<file path="src/rtl/fp_ctrl_pkg.sv">
// Shared types and constants for the frame-pointer window controller.
// Holds the controller state encoding, datapath widths and the CALL sum helper.
package fp_ctrl_pkg;

  localparam int FP_W    = 4;
  localparam int SHIFT_W = 3;
  localparam int SUM_W   = FP_W + 1;
  localparam int DEPTH_W = 4;

  localparam int DEF_FP_MAX = 8;
  localparam int DEF_DEPTH  = 8;

  typedef enum logic [1:0] {
    IDLE  = 2'd0,
    MOVE  = 2'd1,
    FAULT = 2'd2
  } fp_state_e;

  // One extra bit so an overshoot past the register file is visible rather than wrapping.
  function automatic logic [SUM_W-1:0] callSum(input logic [FP_W-1:0] fp,
                                               input logic [SHIFT_W-1:0] sh);
    return {1'b0, fp} + {{(SUM_W-SHIFT_W){1'b0}}, sh};
  endfunction

endpackage

</file>
<file path="src/rtl/shift_stack.sv">
// LIFO of per-CALL window shifts with a registered occupancy count.
// The top entry is read combinationally so a RTN can compute its new FP in the same cycle.
module shift_stack
  import fp_ctrl_pkg::*;
#(
  parameter int DEPTH = DEF_DEPTH,
  parameter int W     = SHIFT_W,
  parameter int CNT_W = $clog2(DEPTH + 1)
) (
  input  logic             i_clock,
  input  logic             i_reset,
  input  logic             i_push,
  input  logic             i_pop,
  input  logic [W-1:0]     i_data,
  output logic [W-1:0]     o_top,
  output logic             o_full,
  output logic             o_empty,
  output logic [CNT_W-1:0] o_count
);

  localparam int PTR_W = (DEPTH > 1) ? $clog2(DEPTH) : 1;

  logic [W-1:0]     r_mem [DEPTH];
  logic [CNT_W-1:0] r_count;
  logic [PTR_W-1:0] w_wrIdx;
  logic [PTR_W-1:0] w_topIdx;
  logic             w_doPush;
  logic             w_doPop;

  assign w_wrIdx  = PTR_W'(r_count);
  assign w_topIdx = PTR_W'(r_count - CNT_W'(1));
  assign o_full   = (r_count == CNT_W'(DEPTH));
  assign o_empty  = (r_count == '0);
  assign o_count  = r_count;
  assign o_top    = r_mem[w_topIdx];

  assign w_doPush = i_push && !o_full;
  assign w_doPop  = i_pop && !o_empty;

  // Entry storage needs no reset: nothing reads it until the count says it is valid.
  always_ff @(posedge i_clock) begin
    if (w_doPush) begin
      r_mem[w_wrIdx] <= i_data;
    end
  end

  always_ff @(posedge i_clock) begin
    if (i_reset) begin
      r_count <= '0;
    end else if (w_doPush) begin
      r_count <= r_count + CNT_W'(1);
    end else if (w_doPop) begin
      r_count <= r_count - CNT_W'(1);
    end
  end

endmodule

</file>
<file path="src/rtl/fp_window_ctrl.sv">
// Frame-pointer window controller: turns CALL/RTN requests into single-cycle FP moves,
// keeping a stack of CALL shifts so each RTN undoes exactly its matching CALL.
module fp_window_ctrl
  import fp_ctrl_pkg::*;
#(
  parameter int DEPTH  = DEF_DEPTH,
  parameter int FP_MAX = DEF_FP_MAX
) (
  input  logic               Clock,
  input  logic               Reset,
  input  logic               Call_Req,
  input  logic               Rtn_Req,
  input  logic [SHIFT_W-1:0] Shift,
  output logic               Ack,
  output logic               Fault,
  output logic               Busy,
  output logic [FP_W-1:0]    New_FP,
  output logic               FP_move,
  output logic               FP_push_up,
  output logic [FP_W-1:0]    Cur_FP,
  output logic [DEPTH_W-1:0] Depth
);

  localparam int               CNT_W   = $clog2(DEPTH + 1);
  localparam logic [SUM_W-1:0] MAX_SUM = SUM_W'(FP_MAX);

  fp_state_e          r_state;
  fp_state_e          w_nextState;
  logic [FP_W-1:0]    r_curFp;
  logic [FP_W-1:0]    r_newFp;
  logic [FP_W-1:0]    w_nextNewFp;
  logic               r_pushUp;
  logic               w_nextPushUp;
  logic               w_push;
  logic               w_pop;
  logic               w_full;
  logic               w_empty;
  logic [SHIFT_W-1:0] w_top;
  logic [CNT_W-1:0]   w_count;
  logic [SUM_W-1:0]   w_sum;
  logic [FP_W-1:0]    w_rtnFp;

  shift_stack #(
    .DEPTH (DEPTH),
    .W     (SHIFT_W),
    .CNT_W (CNT_W)
  ) u_stack (
    .i_clock (Clock),
    .i_reset (Reset),
    .i_push  (w_push),
    .i_pop   (w_pop),
    .i_data  (Shift),
    .o_top   (w_top),
    .o_full  (w_full),
    .o_empty (w_empty),
    .o_count (w_count)
  );

  assign w_sum   = callSum(r_curFp, Shift);
  assign w_rtnFp = r_curFp - {{(FP_W-SHIFT_W){1'b0}}, w_top};

  always_ff @(posedge Clock) begin
    if (Reset) begin
      r_state  <= IDLE;
      r_curFp  <= '0;
      r_newFp  <= '0;
      r_pushUp <= 1'b0;
    end else begin
      r_state  <= w_nextState;
      r_newFp  <= w_nextNewFp;
      r_pushUp <= w_nextPushUp;
      if (r_state == MOVE) begin
        r_curFp <= r_newFp;
      end
    end
  end

  // CALL has priority; a faulted request leaves the stack, FP and move registers untouched.
  always_comb begin
    w_nextState  = r_state;
    w_nextNewFp  = r_newFp;
    w_nextPushUp = r_pushUp;
    w_push       = 1'b0;
    w_pop        = 1'b0;
    case (r_state)
      IDLE: begin
        if (Call_Req) begin
          if ((w_sum > MAX_SUM) || w_full) begin
            w_nextState = FAULT;
          end else begin
            w_push       = 1'b1;
            w_nextNewFp  = w_sum[FP_W-1:0];
            w_nextPushUp = 1'b1;
            w_nextState  = MOVE;
          end
        end else if (Rtn_Req) begin
          if (w_empty) begin
            w_nextState = FAULT;
          end else begin
            w_pop        = 1'b1;
            w_nextNewFp  = w_rtnFp;
            w_nextPushUp = 1'b0;
            w_nextState  = MOVE;
          end
        end
      end
      MOVE:    w_nextState = IDLE;
      FAULT:   w_nextState = IDLE;
      default: w_nextState = IDLE;
    endcase
  end

  assign Ack        = (r_state != IDLE);
  assign Busy       = (r_state != IDLE);
  assign FP_move    = (r_state == MOVE);
  assign Fault      = (r_state == FAULT);
  assign New_FP     = r_newFp;
  assign FP_push_up = r_pushUp;
  assign Cur_FP     = r_curFp;
  assign Depth      = DEPTH_W'(w_count);

  // The stack must always hold enough shift to cover a pop without FP underflow.
  assert property (@(posedge Clock) disable iff (Reset) !(w_push && w_pop));
  assert property (@(posedge Clock) disable iff (Reset)
                   w_pop |-> (r_curFp >= {{(FP_W-SHIFT_W){1'b0}}, w_top}));

endmodule

</file>
<file path="config.mk">
export PLATFORM = sky130hd
export DESIGN_NAME = fp_window_ctrl
export DESIGN_NICKNAME = d
export VERILOG_FILES = /design/src/rtl/fp_ctrl_pkg.sv /design/src/rtl/shift_stack.sv /design/src/rtl/fp_window_ctrl.sv
export SDC_FILE = /design/constraint.sdc
export NUM_CORES = 1
export LEC_CHECK = 0
export CAP_MARGIN = 20
export CORE_ASPECT_RATIO = 1.1
export CORE_MARGIN = 5
export CORE_UTILIZATION = 32
export DETAILED_ROUTE_END_ITERATION = 10
export SLEW_MARGIN = 20
export SYNTH_ARGS = -nofsm -noshare
export SYNTH_HDL_FRONTEND = slang
export SYNTH_SLANG_ARGS = --single-unit
</file>
<file path="constraint.sdc">
create_clock -name Clock -period 3 [get_ports Clock]
set_input_delay 0.45 -clock Clock [delete_from_list [all_inputs] [get_ports Clock]]
set_output_delay 0.45 -clock Clock [all_outputs]
set_load 0.005 [all_outputs]
</file>
# After elaboration in Yosys (flattened, before gate mapping)
# Memory sizes are Yosys's and may differ from the RTL's.
# Index checks and enable logic that the tools add are counted.
# Widths: inputs -> output; s select.
totals:
  ff_bits: 15
  elab_cells: 52
  mem_count: 1
  mem_bits_rw: 24
memory_table:
  columns: ["name", "depth", "width", "rd", "rd_ports_with_merged_regs", "wr", "line", "source"]
  rows:
  - ["u_stack.r_mem", 8, 3, 1, 0, 1, "shift_stack.sv:23", "logic [W-1:0] r_mem [DEPTH];"]
classes:
  reduce_logical: 12
  order_cmp: 1
  addsub: 4
  n_bitwise: 1
  mux: 23
  eq_ne: 5
ops:
  columns: ["operator", "n"]
  rows:
  - ["$mux 4", 6]
  - ["$mux 1", 13]
  - ["$mux 2", 4]
  - ["$reduce_bool 2->1", 3]
  - ["$add 4x3->5", 1]
  - ["$gt 5x4->1 const B", 1]
  - ["$add 4x1->4 const B", 1]
  - ["$eq 4x4->1 const B", 1]
  - ["$logic_not 4->1", 1]
  - ["$ne 2x2->1 const B", 2]
  - ["$reduce_and 4->1", 1]
  - ["$sub 4x1->4 const B", 1]
  - ["$sub 4x3->4", 1]
  - ["$eq 2x1->1 const B", 1]
  - ["$eq 2x2->1 const B", 1]
  - ["$logic_and 1x1->1", 2]
  - ["$logic_not 1->1", 2]
  - ["$logic_not 2->1", 1]
  - ["$reduce_or 2->1", 1]
  - ["$logic_or 1x1->1", 1]
  - ["$not 1->1", 1]

# Longest topological paths before layout
# Gate-level depths: netlist of the first run.
logic_depth:
  ltp_word: 9
  mapped_depth: 14
  depth_no_buf: 11

# Hierarchy
# From an unflattened synthesis of the first run, not the netlist that was laid out.
unflattened:
  hier_cells: 170
  hier_area_um2: 2025.7
by_module_without_submodules:
  columns: ["mod", "cells_per_inst", "n_inst", "seq_area_each_um2", "area_each_um2"]
  rows:
  - ["shift_stack", 83, 1, 800.8, 1266.2]
  - ["fp_window_ctrl", 87, 1, 220.2, 759.5]

# Least setup slack after synthesis of the first run
# OpenSTA, ideal clock, no wires.
synth_timing:
  path_kind: "reg2reg"
  start: "register u_stack.r_count[0], in the netlist u_stack.o_count[0]"
  end: "register r_newFp[2], in the netlist New_FP[2]"
  path_stages_with_launch: 14
  synth_period_minus_slack_ps: 3211
  arrival_ps: 3083
  path_buffers: 3
  setup_slack_ps: -211
  setup_ps: 128
  path_cell_list: "dfxtp_1 clkbuf_1 buf_2 inv_1 ha_1 clkbuf_1 mux4_2 mux2_2 ha_1 fa_1 xor2_1 nor2_1 a211oi_1 nor3_1"
synth_between:
  elab_chain_len: 6
  word_cells_on_any_way: 12
synth_lines:
  columns: ["element", "line", "source"]
  rows:
  - ["from (decl)", "shift_stack.sv:24", "logic [CNT_W-1:0] r_count;"]
  - ["from (signal assigned)", "shift_stack.sv:51", "r_count <= r_count + CNT_W'(1);"]
  - ["from (signal assigned)", "shift_stack.sv:53", "r_count <= r_count - CNT_W'(1);"]
  - ["$sub 4x1->4", null, null]
  - ["$mem_v2 8x3", null, null]
  - ["$sub 4x3->4", "fp_window_ctrl.sv:60", "assign w_rtnFp = r_curFp - {{(FP_W-SHIFT_W){1'b0}}, w_top};"]
  - ["$mux 4", "fp_window_ctrl.sv:97", "if (w_empty) begin"]
  - ["$mux 4", "fp_window_ctrl.sv:96", "end else if (Rtn_Req) begin"]
  - ["$mux 4", "fp_window_ctrl.sv:87", "if (Call_Req) begin"]
  - ["to (signal assigned)", "fp_window_ctrl.sv:70", "r_newFp <= w_nextNewFp;"]
  - ["to (decl)", "fp_window_ctrl.sv:30", "logic [FP_W-1:0] r_newFp;"]
# Several ways; a longest one is shown, not always the timed one. The select of a mux whose other input is x is not followed.
# A chain may end at the register's enable or synchronous reset.

# Final worst setup path of the first run
layout_timing:
  start: "input port Shift[0]"
  end: "memory u_stack.r_mem[6][1] (netlist bit) (enable)"
layout_between:
  elab_chain_len: 9
layout_lines:
  columns: ["element", "line", "source"]
  rows:
  - ["from (decl)", "fp_window_ctrl.sv:13", "input logic [SHIFT_W-1:0] Shift,"]
  - ["$add 4x3->5", "fp_ctrl_pkg.sv:22", "return {1'b0, fp} + {{(SUM_W-SHIFT_W){1'b0}}, sh};"]
  - ["$gt 5x4->1", "fp_window_ctrl.sv:88", "if ((w_sum > MAX_SUM) || w_full) begin"]
  - ["$logic_or 1x1->1", "fp_window_ctrl.sv:88", null]
  - ["$mux 1", "fp_window_ctrl.sv:88", null]
  - ["$mux 1", "fp_window_ctrl.sv:87", null]
  - ["$mux 1", "fp_window_ctrl.sv:85", "case (r_state)"]
  - ["$logic_and 1x1->1", "shift_stack.sv:37", "assign w_doPush = i_push && !o_full;"]
  - ["$mux 1", "shift_stack.sv:42", "if (w_doPush) begin"]
  - ["$mux 1 (not written as such)", "shift_stack.sv:43", "r_mem[w_wrIdx] <= i_data;"]
  - ["to (decl)", "shift_stack.sv:23", null]
# No other way between the ends.

==> impl_metrics.toml, run 1 <==
[status]
status = "completed"

[timing]
setup_ws_ns = 0.1826
setup_viol = 0
finClkSkew_ns = 0.006265
finalCriticalPeriod_ns = 2.817
max_freq_mhz = 354.9
rsz0062_at_grt = "no"
slew_headroom = 0.6102
fin_crit_sh = 0.9391
drv_slew = 0
tns_ns = 0
worst_pin_slew_ns = 0.5829
hold_violations = 0

[min_path]
whs_endpoint = "New_FP[0]$_SDFFE_PP0P_"
holdPathStages = 2
min_from = "New_FP[0]$_SDFFE_PP0P_"
worstHoldPathType = "flip-flop to flip-flop"

[worst_setup_path]
timing.rr.end = "New_FP[3]$_SDFFE_PP0P_"
worstSetupPathType = "primary input to flip-flop"
critPathLaunchType = "primary input"
slowest_delay_ns = 0.54
crit_slowest_cell = "clkdlybuf4s50_1"
worstSetupEndpointType = "flip-flop"
required_ns = 3.01
reg2regPathDepth = 12
rr_startpoint = "u_stack.o_count[0]$_SDFFE_PP0P_"
path_max_fanout = 6
critPathArrivalTime_ns = 2.83
path_cells = "clkdlybuf4s50_1 > ha_1 > inv_1 > fa_1 > xnor2_1 > o21ai_1 > a211oi_2 > nor3_4 > nand2_1 > nor3_1 > buf_4"
crit_buf_inv = 3
reg2reg_slack_ns = 0.29
crit_family = "buffers and inverters"

[route]
wl_per_cell_um = 14.05
ant_nets = 0
drc = 0
wirelength_um = 3948
drt_iter0_drc = 64
first_pass_iters = 4
via_count = 1326
via_per_inst = 4.719

[clock_tree]
clock-sinks = 39
htreeDepth = 2
clk_path_buf_depth = 2
cts.clk_slew.worst_paths_ns = 0.08
post_cts_resized = 0
postCtsHoldBufs = 0
cts_buffers = 5
cts_tree = "yes"
cts-root-buf = "clkbuf_8"
cts_setup_buffers = 0
clkLatencyLatePin_ns = 0.29

[power_and_ir_drop]
powerDensity_nw_per_um2 = 814.6
leakage_uw = 0.0009296
max-vdd-ir-drop_uv = 441.6

[layout]
final_layout_size_suffix_gt1_frac = 0.2010
mostFrequentLayoutCell = "edfxtp_1"
final_cell_area_um2 = 2464
layout.nets = 220
final_util = 0.4217
final_cell_mix = "24 x edfxtp_1, 23 x clkdlybuf4s50_1, 19 x buf_4"
area_growth_pct = 26.14
antenna_cells = 0

[yosys]
ys_warn_count = 0
synth-main-ff-cell = "edfxtp_1"
async_flop_share = 0
synth_edf_count = 24
syn-mean-instance-area_um2 = 11.84
syn-num-nets = 182
yosysSeqAreaShare = 0.5227
ys_types = 37
syn_inst = 165
ys_seq_elements = 39
synthesis.area_um2 = 1953

[die]
io_pins = 24
die_x_um = 84.49
core_area_um2 = 5842
initial_core_util = 0.3343
num_rows = 29
die_h_um = 91.94
die-area_um2 = 7768

[global_routing]
grt_max_degree = 18
antenna_found_initial = 0
grt_usage = 0.1125
grt_pass1_wl_um = 6858
grt_overflow = 0
grt_pass1_vias = 1364

[placed_design]
pre_cts_ws_ns = -0.1292
placed_area_um2 = 2375
routabilityCongestion = 0.7347
dpl.hpwl_um = 3079
io_buffers = 23

[job]
drv_cap = 0
## synth_stat cells, drive strengths merged, types with 4 or more instances
cell type   n  area [um2]
nand2b      4       25.02
ha          8       100.1
inv        10       37.54
mux4        6       135.1
clkbuf      8       30.03
nand2      10       37.54
dfxtp      15       300.3
edfxtp     24       720.7
nor3       10       61.31
mux2i       9       90.09
o21ai       7       35.03
nor2       16       67.56
nor2b       4       25.02
a21oi       9       45.04
## stage by stage
step	hold slack (ns)	instances	total power [uW]
final	0.4729	281	2007
after global routing	0.4988	281	2173
after CTS	0.4732	281	2037
after detailed placement	0.4624	273	1686
after global placement	0.4594	273	1674
after floorplan	0.4605	165	1339
## sequential cells by signal, indices dropped and copies added (netlist names)
| name | flops |
|---|---|
| Cur_FP | 4 |
| FP_push_up | 1 |
| New_FP | 4 |
| r_state | 2 |
| u_stack.o_count | 4 |
| u_stack.r_mem | 24 |
## cell type report
| cell class | instances | area, um2 |
|---|---|---|
| Timing Repair Buffer | 42 | 372.9 |
| Inverter | 10 | 37.54 |
| Sequential cell | 39 | 1021 |
| Multi-Input combinational cell | 105 | 847.1 |
| Clock buffer | 5 | 68.82 |
| Clock inverter | 3 | 20.02 |
| Fill cell | 546 | 3378 |
| Tap cell | 77 | 96.34 |
## worst register-to-register path: stages, from the launching register on
cell,delay (ns)
dfxtp_1,0.33
inv_1,0.08
ha_1,0.42
buf_4,0.18
mux4_2,0.30
mux2i_1,0.19
ha_1,0.29
a21oi_1,0.14
o21ai_0,0.14
mux2i_1,0.20
xnor2_1,0.14
o21ai_0,0.10
a21oi_1,0.13
## routing by layer
metal / track usage / part of all wire / vias to the layer above
met5: 0 / 0 / -
met4: 0.05937 / 0.029 / 0
met3: 0.02151 / 0.023 / 8
met2: 0.1815 / 0.50 / 24
met1: 0.1424 / 0.45 / 634
li1: - / - / 660
## cells by family (layout without fill, tap and decap cells)
| logic type | count (synthesis) | in the layout | synth area share |
|---|---|---|---|
| AND/OR/NAND/NOR | 49 | 49 | 0.1294 |
| flip-flops | 39 | 39 | 0.5227 |
| AO/OA/AOI/OAI | 23 | 23 | 0.07559 |
| buffers and inverters | 21 | 60 | 0.04357 |
| multiplexers | 18 | 18 | 0.1345 |
| adder cells (fa/ha/maj) | 10 | 10 | 0.07175 |
| XOR/XNOR | 5 | 5 | 0.02243 |
## worst max path at each step
stage / depth (start not counted) / startpoint / endpoint
final: 11 / Shift[0] / u_stack.r_mem[6][1]$_DFFE_PP_
after detailed placement: 11 / Shift[0] / u_stack.r_mem[2][0]$_DFFE_PP_
after global placement: 11 / Shift[0] / u_stack.r_mem[2][1]$_DFFE_PP_
after floorplan: 13 / u_stack.o_count[0]$_SDFFE_PP0P_ / New_FP[2]$_SDFFE_PP0P_
after global routing: 11 / Shift[0] / u_stack.r_mem[0][1]$_DFFE_PP_
after CTS: 11 / Shift[0] / u_stack.r_mem[2][1]$_DFFE_PP_
## report_power, final
group | leakage, uW | total [uW] | internal [uW] | switching, uW
clock network | 0.0000402 | 346 | 162 | 184
logic | 0.000550 | 974 | 490 | 484
registers | 0.000340 | 687 | 648 | 39.5
total | 0.000930 | 2010 | 1300 | 708
(Power assumes the default switching activity.)
==> run 2, diff against run 1 <==
--- a/config.mk
+++ b/config.mk
@@ -6,10 +6,13 @@
 export NUM_CORES = 1
 export LEC_CHECK = 0
 export CAP_MARGIN = 20
+export CELL_PAD_IN_SITES_DETAIL_PLACEMENT = 0
+export CELL_PAD_IN_SITES_GLOBAL_PLACEMENT = 1
 export CORE_ASPECT_RATIO = 1.1
 export CORE_MARGIN = 5
 export CORE_UTILIZATION = 32
 export DETAILED_ROUTE_END_ITERATION = 10
+export PLACE_DENSITY_LB_ADDON = 0.1
 export SLEW_MARGIN = 20
 export SYNTH_ARGS = -nofsm -noshare
 export SYNTH_HDL_FRONTEND = slang
==> impl_metrics.toml, run 2 (synthesis results as in run 1) <==
[timing]
setup_ws_ns = 0.2149
drv_slew = 0
max_freq_mhz = 359.1
finalCriticalPeriod_ns = 2.785
slew_headroom = 0.5816
setup_viol = 0
worst_pin_slew_ns = 0.6256
rsz0062_at_grt = "no"
fin_crit_sh = 0.9284
hold_violations = 0
tns_ns = 0
finClkSkew_ns = 0.01011

[layout]
final_layout_size_suffix_gt1_frac = 0.2293
fill_cells = 560
layout.nets = 221
area_growth_pct = 28.96
mostFrequentLayoutCell = "edfxtp_1"
antenna_cells = 0
final_cell_mix = "24 x edfxtp_1, 23 x clkdlybuf4s50_1, 20 x buf_4"
regMostFlops = "u_stack.r_mem"
largest_reg_flops = 24

[route]
via_per_inst = 4.649
wl_per_cell_um = 15.50
drc = 0
ant_nets = 0
via_count = 1311
drt_iter0_drc = 58
first_pass_iters = 4
wirelength_um = 4370

[clock_tree]
cts.clk_slew.worst_paths_ns = 0.08
cts_buffers = 5
clk_path_buf_depth = 2
cts_tree = "yes"
clock-sinks = 39
htreeDepth = 2
clkLatencyLatePin_ns = 0.30
cts-root-buf = "clkbuf_8"
postCtsHoldBufs = 0

[worst_setup_path]
critPathArrivalTime_ns = 2.94
worstSetupPathType = "flip-flop to flip-flop"
worstSetupEndpointType = "flip-flop"
critPathLaunchType = "flip-flop"
path_max_fanout = 4
required_ns = 3.16

[die]
initial_core_util = 0.3343
die-area_um2 = 7768
num_rows = 29
die_x_um = 84.49
die_h_um = 91.94
io_pins = 24
core_area_um2 = 5842

[placed_design]
pre_cts_ws_ns = -0.1708
dpl.hpwl_um = 3366
io_buffers = 23
routabilityCongestion = 0.7625

[global_routing]
grt_pass1_vias = 1436
antenna_found_initial = 0
grt_overflow = 0
grt_pass1_wl_um = 7410
grt_usage = 0.1224
grt_max_degree = 18

[min_path]
worstHoldPathType = "flip-flop to flip-flop"

[power_and_ir_drop]
total_power_uw = 2156
leakage_uw = 0.0009582
powerDensity_nw_per_um2 = 856.2
max-vdd-ir-drop_uv = 366.1

[job]
drv_cap = 0

[status]
status = "completed"
## run 2: what timing repair did
item	4_1_cts	5_1_grt
setup endpoints to repair	0	17
setup buffers	0	1
resized for setup	0	5
## run 2: layout make-up
type | count | area (um2) | share of cell area
Timing Repair Buffer | 43 | 380.4 | 0.1510
Inverter | 10 | 37.54 | 0.01490
Tap cell | 77 | 96.34 | 0.03825
Clock inverter | 3 | 47.55 | 0.01888
Clock buffer | 5 | 68.82 | 0.02732
Sequential cell | 39 | 1021 | 0.4054
Multi-Input combinational cell | 105 | 867.1 | 0.3443
## run 2: worst max-delay path: stages, from the launching register on
cell and delay, ns:
dfxtp_1 0.32, inv_1 0.16, ha_2 0.26, xor2_1 0.42
mux2_2 0.40, ha_1 0.20, fa_1 0.38, xor2_1 0.18
nor2_1 0.07, a211oi_2 0.18, nor3_1 0.06
## run 2: power by group
part	internal, uW	switching, uW
Clock	252	204
Sequential	648	46.8
Combinational	499	507
## run 2: worst paths after layout
path              slack, ns  depth (start not counted)                     end                            start
hold reg to reg        0.47                          2  New_FP[0]$_SDFFE_PP0P_           New_FP[0]$_SDFFE_PP0P_
setup / recovery       0.21                         10  New_FP[2]$_SDFFE_PP0P_  u_stack.o_count[0]$_SDFFE_PP0P_
setup reg to reg       0.21                         10  New_FP[2]$_SDFFE_PP0P_  u_stack.o_count[0]$_SDFFE_PP0P_
hold / removal         0.47                          2  New_FP[0]$_SDFFE_PP0P_           New_FP[0]$_SDFFE_PP0P_
## run 2: metal layers
metal	wire length (um)	part of all wire	global-route usage
met5	0	0	0
met4	65	0.015	0.03958
met3	150	0.034	0.03047
met2	2121	0.49	0.2023
met1	2033	0.47	0.1570
## run 2: per-stage QoR
step           hold slack (ns)  utilization  std cells  area, um2
5_1_grt                 0.4901       0.4311        282       2519
2_1_floorplan           0.4605            -        165       1956
3_5_place_dp            0.4627       0.4065        273       2375
6_report                0.4696       0.4311        282       2519
4_1_cts                 0.4737       0.4264        281       2491
3_3_place_gp            0.4584       0.4065        273       2375
